`src/rtl/jtag_bridge_pkg.sv`:
```
// Shared definitions for the UART-to-JTAG bridge: frame constants,
// instruction codes, header field positions and the parser state type.
package jtag_bridge_pkg;

    localparam logic [7:0] SYNC_BYTE_DEFAULT = 8'hA5;

    localparam logic [3:0] INSTR_SHIFT_IR = 4'h0;
    localparam logic [3:0] INSTR_SHIFT_DR = 4'h1;

    // Header byte layout: {instr, len}
    localparam int HDR_INSTR_MSB = 7;
    localparam int HDR_INSTR_LSB = 4;
    localparam int HDR_LEN_MSB   = 3;
    localparam int HDR_LEN_LSB   = 0;

    typedef enum logic [2:0] {
        ST_SYNC,
        ST_HDR,
        ST_PAYLOAD,
        ST_DRAIN,
        ST_PAD,
        ST_PUSH_CMD
    } parser_state_e;

    // Only the two shift instructions are understood by the engine.
    function automatic logic instr_supported(input logic [3:0] instr);
        return (instr == INSTR_SHIFT_IR) || (instr == INSTR_SHIFT_DR);
    endfunction

endpackage

```
`src/rtl/byte_timeout_counter.sv`:
```
// Inter-byte idle counter. Counts enabled cycles without a clear and
// pulses expire_o on the cycle the idle count reaches TIMEOUT_CYCLES.
// A clear in the same cycle suppresses the expiry.
module byte_timeout_counter #(
    parameter int TIMEOUT_CYCLES = 100000
) (
    input  logic clk,
    input  logic rst_n,
    input  logic clear_i,
    input  logic enable_i,
    output logic expire_o
);

    localparam int CNT_W = $clog2(TIMEOUT_CYCLES + 1);

    logic [CNT_W-1:0] cnt_q;
    logic [CNT_W-1:0] cnt_d;

    assign expire_o = enable_i && !clear_i && (cnt_q == CNT_W'(TIMEOUT_CYCLES - 1));

    // Next idle count: restart on byte, when disabled, or after expiring.
    always_comb begin
        cnt_d = cnt_q + CNT_W'(1);
        if (clear_i || !enable_i || expire_o) begin
            cnt_d = '0;
        end
    end

    // Idle count register.
    always_ff @(posedge clk or negedge rst_n) begin
        if (!rst_n) begin
            cnt_q <= '0;
        end else begin
            cnt_q <= cnt_d;
        end
    end

endmodule

```
`src/rtl/uart_cmd_parser.sv`:
```
// UART byte stream to command/payload FIFO writer. Frames are
// SYNC, {instr,len}, len payload bytes. FIFO space is checked at header
// time so a command is only ever written after its complete payload.
module uart_cmd_parser
    import jtag_bridge_pkg::*;
#(
    parameter logic [7:0] SYNC_BYTE      = SYNC_BYTE_DEFAULT,
    parameter int         TIMEOUT_CYCLES = 100000,
    parameter int         ADDR_WIDTH     = 10
) (
    input  logic                  clk,
    input  logic                  rst_n,
    input  logic                  rx_valid,
    input  logic [7:0]            rx_data,
    input  logic                  cmd_full,
    output logic                  cmd_wr_en,
    output logic [3:0]            cmd_instr,
    output logic [3:0]            cmd_len,
    input  logic [ADDR_WIDTH:0]   pay_space,
    output logic                  pay_wr_en,
    output logic [7:0]            pay_data,
    output logic                  busy,
    output logic                  err_pulse,
    output logic [7:0]            drop_cnt
);

    parser_state_e state_q, state_d;
    logic [3:0] rem_q, rem_d;
    logic [3:0] instr_q, instr_d;
    logic [3:0] len_q, len_d;
    logic       pay_wr_en_q, pay_wr_en_d;
    logic [7:0] pay_data_q, pay_data_d;
    logic       cmd_wr_en_q, cmd_wr_en_d;
    logic [3:0] cmd_instr_q, cmd_instr_d;
    logic [3:0] cmd_len_q, cmd_len_d;
    logic       err_q, err_d;
    logic [7:0] drop_q, drop_d;
    logic       busy_q, busy_d;

    logic       tmo_enable;
    logic       tmo_expire;
    logic [3:0] hdr_instr;
    logic [3:0] hdr_len;
    logic       rx_sync;

    assign hdr_instr  = rx_data[HDR_INSTR_MSB:HDR_INSTR_LSB];
    assign hdr_len    = rx_data[HDR_LEN_MSB:HDR_LEN_LSB];
    assign rx_sync    = rx_valid && (rx_data == SYNC_BYTE);
    assign tmo_enable = (state_q == ST_HDR) || (state_q == ST_PAYLOAD) || (state_q == ST_DRAIN);

    byte_timeout_counter #(
        .TIMEOUT_CYCLES(TIMEOUT_CYCLES)
    ) u_timeout (
        .clk      (clk),
        .rst_n    (rst_n),
        .clear_i  (rx_valid),
        .enable_i (tmo_enable),
        .expire_o (tmo_expire)
    );

    // Next-state and registered-output logic for the frame parser.
    always_comb begin
        state_d     = state_q;
        rem_d       = rem_q;
        instr_d     = instr_q;
        len_d       = len_q;
        pay_wr_en_d = 1'b0;
        pay_data_d  = pay_data_q;
        cmd_wr_en_d = 1'b0;
        cmd_instr_d = cmd_instr_q;
        cmd_len_d   = cmd_len_q;
        err_d       = 1'b0;
        drop_d      = drop_q;

        case (state_q)
            ST_SYNC: begin
                if (rx_sync) begin
                    state_d = ST_HDR;
                end
            end
            ST_HDR: begin
                if (rx_valid) begin
                    if ((hdr_len == 4'd0) || !instr_supported(hdr_instr)) begin
                        err_d   = 1'b1;
                        drop_d  = (drop_q == 8'hFF) ? drop_q : drop_q + 8'd1;
                        state_d = ST_SYNC;
                    end else if (cmd_full || (pay_space < (ADDR_WIDTH+1)'(hdr_len))) begin
                        // No room: swallow the payload bytes without pushing.
                        err_d   = 1'b1;
                        drop_d  = (drop_q == 8'hFF) ? drop_q : drop_q + 8'd1;
                        rem_d   = hdr_len;
                        state_d = ST_DRAIN;
                    end else begin
                        instr_d = hdr_instr;
                        len_d   = hdr_len;
                        rem_d   = hdr_len;
                        state_d = ST_PAYLOAD;
                    end
                end else if (tmo_expire) begin
                    err_d   = 1'b1;
                    state_d = ST_SYNC;
                end
            end
            ST_PAYLOAD: begin
                if (rx_valid) begin
                    pay_wr_en_d = 1'b1;
                    pay_data_d  = rx_data;
                    rem_d       = rem_q - 4'd1;
                    if (rem_q == 4'd1) begin
                        state_d = ST_PUSH_CMD;
                    end
                end else if (tmo_expire) begin
                    // Space is already promised, so finish the frame with zeros.
                    err_d   = 1'b1;
                    state_d = ST_PAD;
                end
            end
            ST_DRAIN: begin
                if (rx_valid) begin
                    rem_d = rem_q - 4'd1;
                    if (rem_q == 4'd1) begin
                        state_d = ST_SYNC;
                    end
                end else if (tmo_expire) begin
                    err_d   = 1'b1;
                    state_d = ST_SYNC;
                end
            end
            ST_PAD: begin
                pay_wr_en_d = 1'b1;
                pay_data_d  = 8'h00;
                rem_d       = rem_q - 4'd1;
                if (rem_q == 4'd1) begin
                    state_d = ST_PUSH_CMD;
                end
            end
            ST_PUSH_CMD: begin
                cmd_wr_en_d = 1'b1;
                cmd_instr_d = instr_q;
                cmd_len_d   = len_q;
                // A SYNC arriving right now already starts the next frame.
                state_d     = rx_sync ? ST_HDR : ST_SYNC;
            end
            default: begin
                state_d = ST_SYNC;
            end
        endcase

        busy_d = (state_d != ST_SYNC);
    end

    // State, counters and output registers.
    always_ff @(posedge clk or negedge rst_n) begin
        if (!rst_n) begin
            state_q     <= ST_SYNC;
            rem_q       <= 4'd0;
            instr_q     <= 4'd0;
            len_q       <= 4'd0;
            pay_wr_en_q <= 1'b0;
            pay_data_q  <= 8'h00;
            cmd_wr_en_q <= 1'b0;
            cmd_instr_q <= 4'd0;
            cmd_len_q   <= 4'd0;
            err_q       <= 1'b0;
            drop_q      <= 8'd0;
            busy_q      <= 1'b0;
        end else begin
            state_q     <= state_d;
            rem_q       <= rem_d;
            instr_q     <= instr_d;
            len_q       <= len_d;
            pay_wr_en_q <= pay_wr_en_d;
            pay_data_q  <= pay_data_d;
            cmd_wr_en_q <= cmd_wr_en_d;
            cmd_instr_q <= cmd_instr_d;
            cmd_len_q   <= cmd_len_d;
            err_q       <= err_d;
            drop_q      <= drop_d;
            busy_q      <= busy_d;
        end
    end

    assign pay_wr_en = pay_wr_en_q;
    assign pay_data  = pay_data_q;
    assign cmd_wr_en = cmd_wr_en_q;
    assign cmd_instr = cmd_instr_q;
    assign cmd_len   = cmd_len_q;
    assign err_pulse = err_q;
    assign drop_cnt  = drop_q;
    assign busy      = busy_q;

endmodule

```
`config.mk`:
```
export PLATFORM = sky130hd
export DESIGN_NAME = uart_cmd_parser
export DESIGN_NICKNAME = d
export VERILOG_FILES = /design/src/rtl/jtag_bridge_pkg.sv /design/src/rtl/byte_timeout_counter.sv /design/src/rtl/uart_cmd_parser.sv
export SDC_FILE = /design/constraint.sdc
export NUM_CORES = 1
export LEC_CHECK = 0
export ABC_AREA = 1
export ABC_CLOCK_PERIOD_IN_PS = 2000
export BUFFER_PORTS_ARGS = -buffer_cell sky130_fd_sc_hd__buf_2
export CAP_MARGIN = 30
export CORE_ASPECT_RATIO = 1.4
export CORE_MARGIN = 10
export CORE_UTILIZATION = 40
export CTS_BUF_LIST = sky130_fd_sc_hd__clkbuf_8
export CTS_CLUSTER_SIZE = 14
export DETAILED_ROUTE_END_ITERATION = 7
export SETUP_SLACK_MARGIN = 0.2
export SLEW_MARGIN = 5
export SYNTH_ARGS = -nofsm -noshare
export SYNTH_HDL_FRONTEND = slang
export SYNTH_HIERARCHICAL = 1
export SYNTH_SLANG_ARGS = --single-unit
```
`constraint.sdc`:
```
create_clock -name clk -period 2 [get_ports clk]
set_clock_uncertainty 0.1 [all_clocks]
set_input_delay 0.2 -clock clk [delete_from_list [all_inputs] [get_ports clk]]
set_output_delay 0.2 -clock clk [all_outputs]
set_load 0.1 [all_outputs]
```
After elaboration in Yosys (flattened, before gate mapping)

Cells that the tools add are included.

Register bits: 60
Output and inout port bits: 28
Logic and storage cells: 89

$add $sub $neg: 3
Magnitude comparators: 1
Eq/ne operators: 14
Muxes and demuxes: 31
Bitwise gates (word level): 2
Reduce and logical (&&, ||, !) cells: 25

Operators by type and width:

| kind                                                                | number |
|---|---|
| 8-bit two-way mux                                                   | 4 |
| 3-bit two-way mux                                                   | 8 |
| 3-bit one-hot mux with 6 select lines                               | 1 |
| 17-bit by 1-bit adder with 17-bit output (second input constant)    | 1 |
| 17-bit == test (second input constant)                              | 1 |
| 17-bit two-way mux                                                  | 1 |
| 8-bit == test (second input constant)                               | 2 |
| 8-bit one-hot mux with 2 select lines                               | 1 |
| 4-bit two-way mux                                                   | 3 |
| 4-bit one-hot mux with 3 select lines                               | 1 |
| 11-bit by 4-bit less-than comparator with 1-bit output              | 1 |
| 1-bit two-way mux                                                   | 9 |
| 8-bit by 1-bit adder with 8-bit output (second input constant)      | 1 |
| 4-bit by 1-bit == test with 1-bit output (second input constant)    | 2 |
| 4-bit logical NOT                                                   | 2 |
| 4-bit AND reduction                                                 | 2 |
| 1-bit logical OR                                                    | 7 |
| 3-bit by 2-bit == test with 1-bit output (second input constant)    | 2 |
| 3-bit == test (second input constant)                               | 2 |
| 2-bit inequality test (second input constant)                       | 3 |
| 3-bit nonzero test                                                  | 2 |
| 1-bit one-hot mux with 2 select lines                               | 2 |
| 2-bit nonzero test                                                  | 2 |
| 4-bit by 1-bit subtractor with 4-bit output (second input constant) | 1 |
| other kinds (10)                                                    | 15 |

Longest topological paths before layout

Gate-level depths: netlist (run 1).

Depth after elaboration: 9
Depth in mapped cells: 13
Gate-level depth less buffers: 13

Cells and area by module

The synthesis (run 1) kept the hierarchy.

Modules (own cells, without submodules):

| module               | instances | cells each | area each (um^2) |
|---|---|---|---|
| uart_cmd_parser      | 1         | 265        | 2197.1 |
| byte_timeout_counter | 1         | 129        | 978.4 |

Worst setup path before layout (run 1)

No wires, ideal clock.

Path type: register to register
Start point: register drop_q[0], in the netlist drop_cnt[0]
End point: register drop_q[2], in the netlist drop_cnt[2]
Arrival time: 1.953 ns
Data required time: 1.833 ns
Slack: -0.120 ns
Cell stages (with the launch flop): 8
Clock period less this slack: 2.120 ns
Cells stage by stage: dfrtp_1 -> ha_1 -> nand4_1 -> nor2_1 -> nor2_4 -> nand2_4 -> nand2_1 -> nand2_1

Longest elaborated chain between the ends: 4
Elaborated cells on any way between the ends: 5
Classes of those cells: add/sub (1); eq/ne (1); mux (3)

RTL lines:

| item                                                                           | line                                         | source |
|---|---|---|
| start, declared                                                                | uart_cmd_parser.sv:37                        | `logic [7:0] drop_q, drop_d;` |
| start signal, assigned                                                         | uart_cmd_parser.sv:178                       | `drop_q <= drop_d;` |
| 8-bit by 1-bit adder with 8-bit output / 8-bit == test (equally long branches) | uart_cmd_parser.sv:85, uart_cmd_parser.sv:90 |  |
| 8-bit two-way mux (*)                                                          | uart_cmd_parser.sv:85, uart_cmd_parser.sv:90 |  |
| 8-bit two-way mux                                                              | uart_cmd_parser.sv:87                        | `end else if (cmd_full \|\| (pay_space < (ADDR_WIDTH+1)'(hdr_len))) begin` |
| 8-bit two-way mux (*)                                                          | uart_cmd_parser.sv:83                        | `if ((hdr_len == 4'd0) \|\| !instr_supported(hdr_instr)) begin` |

Mark *: on every way between the ends. The rest lies on a longest branch, timed or not. The select of a mux whose other input is x is not followed.
A chain may end at the register's enable or synchronous reset.

Worst setup path in the final report (run 1)

Start point: register u_timeout.cnt_q[12]
End point: register busy_q, in the netlist busy

Longest elaborated chain between the ends: 6
Elaborated cells on any way between the ends: 9
Classes of those cells: eq/ne (1); mux (6); reduce/logical (2)

RTL lines:

| item                                      | line                                                                  | source |
|---|---|---|
| start, declared                           | byte_timeout_counter.sv:16                                            | `logic [CNT_W-1:0] cnt_q;` |
| start signal, assigned                    | byte_timeout_counter.sv:34                                            | `cnt_q <= cnt_d;` |
| 17-bit == test (*)                        | byte_timeout_counter.sv:19                                            | `assign expire_o = enable_i && !clear_i && (cnt_q == CNT_W'(TIMEOUT_CYCLES - 1));` |
| 1-bit logical AND (*)                     | byte_timeout_counter.sv:19                                            |  |
| via tmo_expire                            | uart_cmd_parser.sv:41                                                 | `logic tmo_expire;` |
| 3-bit two-way mux (on tied branches)      | uart_cmd_parser.sv:99, uart_cmd_parser.sv:124, uart_cmd_parser.sv:112 |  |
| 3-bit two-way mux (on tied branches)      | uart_cmd_parser.sv:119, uart_cmd_parser.sv:82, uart_cmd_parser.sv:105 |  |
| 3-bit one-hot mux with 6 select lines (*) | uart_cmd_parser.sv:75                                                 | `case (state_q)` |
| 3-bit nonzero test (*)                    | uart_cmd_parser.sv:149                                                | `busy_d = (state_d != ST_SYNC);` |
| via busy_d                                | uart_cmd_parser.sv:38                                                 | `logic busy_q, busy_d;` |
| end signal, assigned                      | uart_cmd_parser.sv:179                                                | `busy_q <= busy_d;` |
| end, declared                             | uart_cmd_parser.sv:38                                                 |  |

Mark *: on every way through the listed nets, which the timed path passes. The rest lies on a longest branch.

==> metrics.txt, run 1 <==
run status=finished, final reports clean; sequential share of power=47.2%; Async SR Flop Fraction=100.0%; synthesized instance count=394; total I/O pin count=51; most frequent cells after synthesis=nand2_1, dfrtp_1, nor2_1, inv_1, nand3_1; n_diodes=0; CTS clk-pin slew, worst paths=0.08 ns; LEAKAGE=1.987 nW; total number of vias=2755; initial antenna violation count=0; Initial Utilization=40.98%; setup TNS=0 ns; RSZ-0062 raised after global routing=true; Max Fclk=536.4 MHz; Crit. End Element=flip-flop; Post-DRT Antenna Nets=0; TritonCTS Buffers=9; number of port buffers=50; worst-skew pair later-pin latency=0.35 ns; CTS root buffer=clkbuf_8; clock power share=46.4%; row cnt=38; Slew Viols, Final=0; post-synthesis compound-gate area fraction=6.422%; largest net degree at the start of global routing=61; nets@finish=502; Fin Hold WS=0.02542 ns; Switching Fraction=24.63%; Ys Warns=6; Final Hold Fails=0; Rel. slew slack=67.08%; fin cells=577; Pwr Density=663.2 nW/um^2; sw power=0.0006467 W; top cell type by total area after synthesis=dfrtp_1; Vias/cell=4.775; GRT overflow=0; Mean Syn Cell Area=8.060 sq um; crit path time final=1.864 ns; worst path arrival time=1.99 ns; Combinational Power Share=6.4%; sequential share of the synthesized area=47.28%; top-area cell type share of the netlist area=47.28%; final WL=7.589 mm; # clock sinks=60; clk buf depth=2; synthesized-area fraction occupied by adder cells=2.758%; Area contributors post-synth=dfrtp_1, nand2_1, nand3_1; Post-Synth XOR/XNOR Area=4.137%; detailed placer's ending HPWL=5.437 mm; maximum vdd drop=0.5330 mV; Least-Margin Pin Slew=0.4972 ns; Post-Syn Area=3176 sq um; Die W=95.31 microns; Synth cell types=28; htree depth=3; most common cell in the netlist=nand2_1; share of cells above drive strength 1=28.51%; Post-synth EDFFs=0; flops & latches, synth=60; worst endpoint required time=2.13 ns; dpl cells=546; Placeable Area=7750 sq um; GRT Overall Usage=13.04%; gp weighted congestion=0.8266; global-route wire length before repair=12.46 mm; syn nets=424; WS Path Type=flip-flop to flip-flop; DR pass1 iterations=5; DRC viols=0; Post-Synth Simple-Gate Area=33.06%; Int Power=0.001979 W; final period utilization=93.21%; vias in the first global route=2634; DIE HEIGHT=125.4 microns; largest fanout on the critical path=5; largest family of logic cells by synthesized area=simple AND/OR/NAND/NOR gates; maxcap violations=0; Main synth FF type=dfrtp_1; Hold WC Path Type=input pin to flip-flop; critical path launch point type=flip-flop; post-synthesis mux area share=0%; CTS tree=done; Routed WL per cell=13.15 microns; Power Total=0.002626 W; Area Overhead vs Synth=24.67%; die footprint=11950 sq um; final setup fails=0; DRT iter0 DRCs=98
kinds of logic (layout without fill, tap and decap cells):
group / count (synthesis) / in the layout
buffers and inverters: 49 / 132
AND/OR/NAND/NOR: 230 / 230
XOR/XNOR: 15 / 15
AO/OA/AOI/OAI: 33 / 33
flip-flops: 60 / 60
adder cells (fa/ha/maj): 7 / 7
worst max-delay path: stages (launching register included):
cell     delay [ns]
dfrtp_1        0.43
nor2_1         0.10
nand2_1        0.09
nor2_2         0.11
nand3_2        0.10
nor3_2         0.22
inv_1          0.09
nand2_2        0.09
a21oi_2        0.05
nand3_1        0.08
nand2_1        0.07
nor2_2         0.13
nand3_1        0.08
per-stage QoR:
step | util (%) | setup WS (ns) | cell area, sq um
finish | 51.08 | 0.1358 | 3959
global route | 51.08 | 0.02537 | 3959
floorplan | - | 0.2153 | 3188
global placement | 46.30 | 0.1121 | 3588
CTS | 49.71 | 0.1618 | 3852
detailed placement | 46.30 | 0.06314 | 3588
flip-flops by register name (all words and copies together), names as in the netlist, 4 cells and up:
name / count
pay_data: 8
cmd_len: 4
rem_q: 4
instr_q: 4
len_q: 4
drop_cnt: 8
cmd_instr: 4
u_timeout/cnt_q: 17
final timing paths:
check	from	end	slack, ns	cells past startpoint
worst max register to register	u_timeout/cnt_q[12]	busy	0.14	12
worst min register to register	cmd_instr[3]	cmd_instr[3]	0.37	2
worst max-delay path	u_timeout/cnt_q[12]	busy	0.14	12
max in group asynchronous	rst_n	drop_cnt[3]	1.22	3
worst min-delay path	rx_data[5]	pay_data[5]	0.03	3
min in group asynchronous	rst_n	u_timeout/cnt_q[15]	0.29	3
final cells by class:
type	count	area (sq um)
clock inverters	7	92.59
flip-flops and latches	60	1509
fillers	735	3791
multi-input cells	285	1516
clock buffers	9	123.9
inverters	45	168.9
repair buffers	71	422.9
well taps	100	125.1
timing repair:
action / in CTS / in global routing
hold buffers: 1 / 0
setup buffers: 4 / 10
pin swaps: 1 / 6
setup endpoints to repair: 3 / 4
endpoints found under the hold margin: 60 / 0
resized for setup: 4 / 9
placed cells by master, fill, tap and decap left out, types with 2 or more instances in the layout:
master      Yosys  final
nand2_1       113    110
dfrtp_1        60     54
buf_2           2     50
inv_1          42     42
nor2_1         46     42
nand3_1        38     38
buf_4           0     19
o21ai_0        17     16
nor2_2          7     10
xor2_1          9      9
clkbuf_8        0      9
nand2_2         5      8
nand4_1         7      7
xnor2_1         6      6
ha_1            7      6
dfrtp_2         0      6
nand3_2         5      5
o21ai_2         5      5
inv_2           3      4
nor2_4          3      4
o21ai_1         2      3
o21bai_1        3      3
nor3_2          1      2
a21oi_1         3      2
a21oi_2         1      2
nand2_4         2      2
bufinv_16       0      2
clkinvlp_4      0      2
routing by layer:
layer | share of wire (%) | vias to the layer above | global-route usage [%]
met4 | 1.7 | 0 | 5.742
met1 | 43 | 1287 | 15.14
met3 | 4.3 | 11 | 4.251
met5 | 0 | - | 0
li1 | - | 1407 | -
met2 | 51 | 50 | 21.13
power groups by stage:
stage / combinational (W) / sequential, W / clock [W]
2_1_floorplan: 0.0000677 / 0.00128 / 0
3_3_place_gp: 0.000164 / 0.00126 / 0
3_5_place_dp: 0.000168 / 0.00126 / 0
4_1_cts: 0.000170 / 0.00124 / 0.00125
5_1_grt: 0.000193 / 0.00124 / 0.00129
6_report: 0.000169 / 0.00124 / 0.00122
(Power assumes the default switching activity.)
==> run 2, diff against run 1 <==
--- a/config.mk
+++ b/config.mk
@@ -7,7 +7,6 @@
 export LEC_CHECK = 0
 export ABC_AREA = 1
 export ABC_CLOCK_PERIOD_IN_PS = 2000
-export BUFFER_PORTS_ARGS = -buffer_cell sky130_fd_sc_hd__buf_2
 export CAP_MARGIN = 30
 export CORE_ASPECT_RATIO = 1.4
 export CORE_MARGIN = 10
@@ -15,6 +14,7 @@
 export CTS_BUF_LIST = sky130_fd_sc_hd__clkbuf_8
 export CTS_CLUSTER_SIZE = 14
 export DETAILED_ROUTE_END_ITERATION = 7
+export DONT_BUFFER_PORTS = 1
 export SETUP_SLACK_MARGIN = 0.2
 export SLEW_MARGIN = 5
 export SYNTH_ARGS = -nofsm -noshare
==> run 2 against run 1 <==
Non-clock buffer count down 20. Routed wire length down 1.1%. First-iteration DRC count up 13%. Sequential power about the same. Via count down 0.62%. Sequential share of layout area up 0.30 points. Sequential cell count unchanged. Maximum frequency up 2.2%. Critical path type unchanged. Critical endpoint unchanged. Die area unchanged.
==> metrics.txt, run 2 (synthesized netlist as in run 1, its figures left out) <==
clock power share=45.3% (-1.1 points); worst endpoint required time=2.12 ns (about the same); clk buf depth=2 (unchanged); CTS tree=done; TritonCTS Buffers=9 (unchanged); final period utilization=91.22% (-2.0 points); detailed placer's ending HPWL=5.316 mm (-2.2%); Max Fclk=548.1 MHz (+2.2%); GRT Overall Usage=13.25% (+0.21 points); most frequent cells in the layout=nand2_1, dfrtp_1, inv_1; total number of vias=2738 (-0.62%); commonest non-fill, non-tap cell in the layout=nand2_1; Pwr Density=650.0 nW/um^2 (-2.0%); RSZ-0062 raised after global routing=true; met2 GRT Util=21.41% (+0.28 points); final WL=7.509 mm (-1.1%); R2R setup slack=0.18 ns (+0.04 ns); Placeable Area=7750 sq um (unchanged); largest net degree at the start of global routing=61 (unchanged); # clock sinks=60 (unchanged); critical path launch point type=flip-flop; Die W=95.31 microns (unchanged); GR peak layer=met2; worst-skew pair later-pin latency=0.34 ns (about the same); maximum vdd drop=0.4424 mV (-17%); vias in the first global route=2767 (+5.0%); row cnt=38 (unchanged); DIE HEIGHT=125.4 microns (unchanged); worst path arrival time=1.95 ns (-0.04 ns); Post-DRT Antenna Nets=0 (unchanged); DRC viols=0 (unchanged); final core occ=50.73% (-0.36 points); GRT overflow=0 (unchanged); DR pass1 iterations=5 (unchanged); grt met3 use=4.132% (-0.12 points); Least-Margin Pin Slew=0.3175 ns (-0.1797 ns); Crit. End Element=flip-flop; setup TNS=0 ns (unchanged); Slew Viols, Final=0 (unchanged); Int Power=0.001967 W (-0.63%); Combinational Power Share=6.2% (-0.2 points); DRT iter0 DRCs=111 (+13%); Switching Fraction=23.04% (-1.6 points); Final Hold Fails=0 (unchanged); CTS clk-pin slew, worst paths=0.07 ns (about the same); Area Overhead vs Synth=23.80%; crit path time final=1.824 ns (-0.03980 ns); final setup fails=0 (unchanged); Vias/cell=4.924 (+3.1%); global-route wire length before repair=12.81 mm (+2.8%); sw power=0.0005888 W (-8.9%); Power Total=0.002555 W (-2.7%); total I/O pin count=51 (unchanged); share of cells above drive strength 1=23.03% (-5.5 points); Routed WL per cell=13.51 microns (+2.7%); sequential share of power=48.5% (+1.3 points); nets@finish=482 (-4.0%); max reg flops=17 (unchanged); largest fanout on the critical path=3 (-2); initial antenna violation count=0 (unchanged); WS Path Type=flip-flop to flip-flop; CTS root buffer=clkbuf_8; htree depth=3 (unchanged); Rel. slew slack=78.83% (+12 points); number of port buffers=0 (-100%); n_diodes=0 (unchanged); Initial Utilization=40.98% (unchanged); Biggest register=u_timeout/cnt_q; maxcap violations=0 (unchanged); Hold WC Path Type=input pin to flip-flop; LEAKAGE=1.898 nW (-4.5%); die footprint=11950 sq um (unchanged); met1 Use GR=15.34% (+0.20 points); run status=finished, final reports clean; gp weighted congestion=0.8662 (+4.8%)
[run 2: cell count changes in the layout (fill, tap and decap cells not counted), sizes merged]
cell	change
buf	-28
dlygate4sd3	+8
clkinvlp	-1
[run 2: worst paths after layout]
| kind | depth (start not counted) | from | to |
|---|---|---|---|
| setup / recovery | 12 | u_timeout/cnt_q[1] | busy |
| hold / removal | 2 | rx_data[3] | len_q[3] |
| setup reg to reg | 12 | u_timeout/cnt_q[1] | busy |
| hold reg to reg | 2 | instr_q[1] | instr_q[1] |
| max in group asynchronous | 2 | rst_n | cmd_wr_en |
| min in group asynchronous | 2 | rst_n | u_timeout/cnt_q[7] |
[run 2: cell type report]
class                      instances  area [sq um]
clock buffer                       9         123.9
clock inverter                     6         81.33
fill                             753          3819
inverter                          45         168.9
multi-input combinational        285          1496
sequential                        60          1510
tap                              100         125.1
timing repair buffer              51         425.4
[run 2: per-layer routing]
metal,vias to the layer above,wire length (microns)
met3,21,466
met2,67,3803
met1,1284,3006
met5,-,0
li1,1366,-
met4,0,232
[run 2: power groups by stage]
stage | registers (W) | logic (W) | clock network [W]
global route | 0.00124 | 0.000182 | 0.00124
global placement | 0.00126 | 0.000111 | 0
finish | 0.00124 | 0.000159 | 0.00116
CTS | 0.00124 | 0.000162 | 0.00119
floorplan | 0.00128 | 0.0000677 | 0
detailed placement | 0.00126 | 0.000113 | 0
[run 2: timing repair]
action | in CTS | in global routing
hold endpoints to repair | 69 | 0
setup buffers | 6 | 4
pin swaps | 3 | 3
resized for setup | 6 | 3
hold buffers | 10 | 0
setup endpoints to repair | 2 | 2
[run 2: critical path, stage by stage (launching register included)]
cell and delay, ns:
dfrtp_1 0.37, ha_2 0.18, nand2_1 0.06, nor2_2 0.12
nand3_2 0.12, nor3_2 0.22, inv_1 0.09, nand2_2 0.09
nand2_1 0.07, nand3_1 0.07, nand2_1 0.06, nor2_2 0.09
nand3_1 0.07
[run 2: metrics by stage]
step | instances | instance area, sq um | worst slack (ns) | hold slack [ns]
after global routing | 556 | 3931 | 0.05048 | 0.04055
after floorplan | 394 | 3188 | 0.2153 | -0.1956
after detailed placement | 521 | 3513 | 0.09592 | -0.1908
after global placement | 521 | 3513 | 0.1510 | -0.1909
final | 556 | 3931 | 0.1756 | 0.03309
after CTS | 552 | 3894 | 0.2035 | 0.02153
==> run 3, diff against run 2 <==
--- a/config.mk
+++ b/config.mk
@@ -6,7 +6,7 @@
 export NUM_CORES = 1
 export LEC_CHECK = 0
 export ABC_AREA = 1
-export ABC_CLOCK_PERIOD_IN_PS = 2000
+export ABC_CLOCK_PERIOD_IN_PS = 2300
 export CAP_MARGIN = 30
 export CORE_ASPECT_RATIO = 1.4
 export CORE_MARGIN = 10
==> constraint.sdc (replaced) <==
create_clock -name clk -period 2.3 [get_ports clk]
set_clock_uncertainty 0.1 [all_clocks]
set_input_delay 0.23 -clock clk [delete_from_list [all_inputs] [get_ports clk]]
set_output_delay 0.23 -clock clk [all_outputs]
set_load 0.1 [all_outputs]
==> run 3 against run 2 <==
Worst hold slack worse by 0.028 ns. Largest power group unchanged. Total power decreased by 15%. Critical path type unchanged. Highest routed layer unchanged. Maximum frequency shrank 5.5%. Clock power decreased by 18%. Setup slack improved by 0.19 ns. Register-to-register slack better by 0.19 ns.
==> metrics.txt, run 3 (synthesized netlist as in run 1, its figures left out) <==
run status=finished, final reports clean; n_diodes=0 (unchanged); largest fanout on the critical path=4 (+1); final setup fails=0 (unchanged); TritonCTS Buffers=9 (unchanged); total I/O pin count=51 (unchanged); share of cells above drive strength 1=18.55% (-4.5 points); most frequent cells in the layout=nand2_1, dfrtp_1, nor2_1; Crit path buffers/inverters=1 (unchanged); maxcap violations=0 (unchanged); Hold WC Path Type=input pin to flip-flop; Post-Layout Inst Area=3791 sq um (-3.6%); Least-Margin Pin Slew=0.3954 ns (+0.07785 ns); delay-heaviest family, CP=simple AND/OR/NAND/NOR gates; Post-DRT Antenna Nets=0 (unchanged); Slowest-stage cell, CP=dfrtp_1; crit path time final=1.932 ns (+0.1072 ns); CP most frequent cell=nand2_1; Crit. End Element=flip-flop; DIE HEIGHT=125.4 microns (unchanged); crit path cell chain=ha_1 > nand2_1 > nor2_2 > nand3_2 > nor3_2 > inv_1 > nand2_1 > a21oi_1 > nand3_1 > nand2_1 > nor2_1 > nand3_1; maximum vdd drop=0.3861 mV (-13%); R2R setup slack=0.37 ns (+0.19 ns); LEAKAGE=1.823 nW (-4.0%); CTS clk-pin slew, worst paths=0.07 ns (about the same); clk buf depth=2 (unchanged); Final Hold Fails=0 (unchanged); die footprint=11950 sq um (unchanged); Vias/cell=4.875 (-1.0%); DRT iter0 DRCs=106 (-4.5%); RSZ-0062 raised after global routing=true; htree depth=3 (unchanged); placed cell areas=3488 sq um (-0.71%); end of the critical path=busy; Slew Viols, Final=0 (unchanged); CP max stage delay=0.41 ns (+0.04 ns); row cnt=38 (unchanged); detailed placer's ending HPWL=5.348 mm (+0.61%); final WL=7.242 mm (-3.6%); worst-skew pair later-pin latency=0.34 ns (about the same); Pwr Density=571.3 nW/um^2 (-12%); Rel. slew slack=73.61% (-5.2 points); CTS root buffer=clkbuf_8; vias in the first global route=2564 (-7.3%); GRT Overall Usage=12.63% (-0.62 points); gp weighted congestion=0.9056 (+4.5%); final core occ=48.92% (-1.8 points); Initial Utilization=40.98% (unchanged); Routed WL per cell=13.36 microns (-1.1%); Biggest register=u_timeout/cnt_q; final period utilization=83.98% (-7.2 points); Die W=95.31 microns (unchanged); GRT overflow=0 (unchanged); worst endpoint required time=2.42 ns (+0.30 ns); max reg flops=17 (unchanged); Power Total=0.002166 W (-15%); CTS tree=done; critical path launch point type=flip-flop; global-route wire length before repair=12.10 mm (-5.5%); DRC viols=0 (unchanged); reg-to-reg endpoint=busy; CP Depth=12 (unchanged); worst path arrival time=2.05 ns (+0.10 ns); FF-to-FF path depth=12 (unchanged); largest net degree at the start of global routing=61 (unchanged); total number of vias=2642 (-3.5%); WS Path Type=flip-flop to flip-flop; Max Fclk=517.7 MHz (-5.5%); # clock sinks=60 (unchanged); number of port buffers=0 (unchanged); Area Overhead vs Synth=19.39%; Placeable Area=7750 sq um (unchanged); CP Launch Point=u_timeout/cnt_q[0]; commonest non-fill, non-tap cell in the layout=nand2_1; initial antenna violation count=0 (unchanged); RR Startpoint=u_timeout/cnt_q[0]; nets@finish=467 (-3.1%); DR pass1 iterations=4 (-1); setup TNS=0 ns (unchanged)
[run 3: cell types whose count changed in the layout (fill, tap and decap cells not counted), moves of 2 or more]
cell / previous run / this run
clkinvlp_4: 1 / 3
clkinv_2: 2 / 0
buf_4: 41 / 29
nor2_1: 42 / 46
dlygate4sd3_1: 9 / 6
nor2_2: 11 / 7
dfrtp_1: 53 / 58
dfrtp_2: 7 / 2
[run 3: worst reg2reg max path: cells and delay by family, from the launching register on]
kind                       cells  cell delay (ns)
buffers and inverters          1             0.08
and+or+nand+nor                9             0.93
AOI/OAI and AO/OA              1             0.07
adders and majority gates      1             0.22
DFF                            1             0.41
[run 3: layout make-up]
class	count	area, sq um
clock inverter	6	65.06
sequential	60	1504
multi-input combinational	285	1485
inverter	45	168.9
fill	736	3959
timing repair buffer	36	305.3
clock buffer	10	137.6
tap	100	125.1
[run 3: layer usage]
metal	vias up	global-route usage, %	wire length, microns
li1	1331	-	-
met1	1239	14.62	2999
met2	62	19.92	3663
met3	10	4.671	461
met4	0	6.095	118
met5	-	0	0
[run 3: power breakdown]
group	total, W	internal (W)	switching (W)
registers	0.00108	0.00107	0.00000774
logic	0.000133	0.0000406	0.0000924
clock network	0.000956	0.000527	0.000429
[run 3: how the worst min path moves through the flow]
stage | end | from | cells after the start
5_1_grt | err_pulse | rx_valid | 3
6_report | err_pulse | rx_valid | 3
2_1_floorplan | busy | rst_n | 0
4_1_cts | err_pulse | rx_valid | 3
3_3_place_gp | cmd_wr_en | rst_n | 0
3_5_place_dp | cmd_wr_en | rst_n | 0
[run 3: repair_timing]
action                     CTS  global route
hold endpoints to repair    65             0
resized for setup            0             2
setup buffers                0             0
hold buffers                 7             0
setup endpoints to repair    0            10
[run 3: through the flow]
| stage | setup slack [ns] | hold slack, ns | cells |
|---|---|---|---|
| final | 0.3684 | 0.005216 | 542 |
| after global routing | 0.1718 | 0.02199 | 542 |
| after CTS | 0.3002 | 0.005007 | 542 |
| after detailed placement | 0.3218 | -0.1609 | 519 |
| after global placement | 0.3869 | -0.1610 | 519 |
| after floorplan | 0.2569 | -0.1656 | 394 |
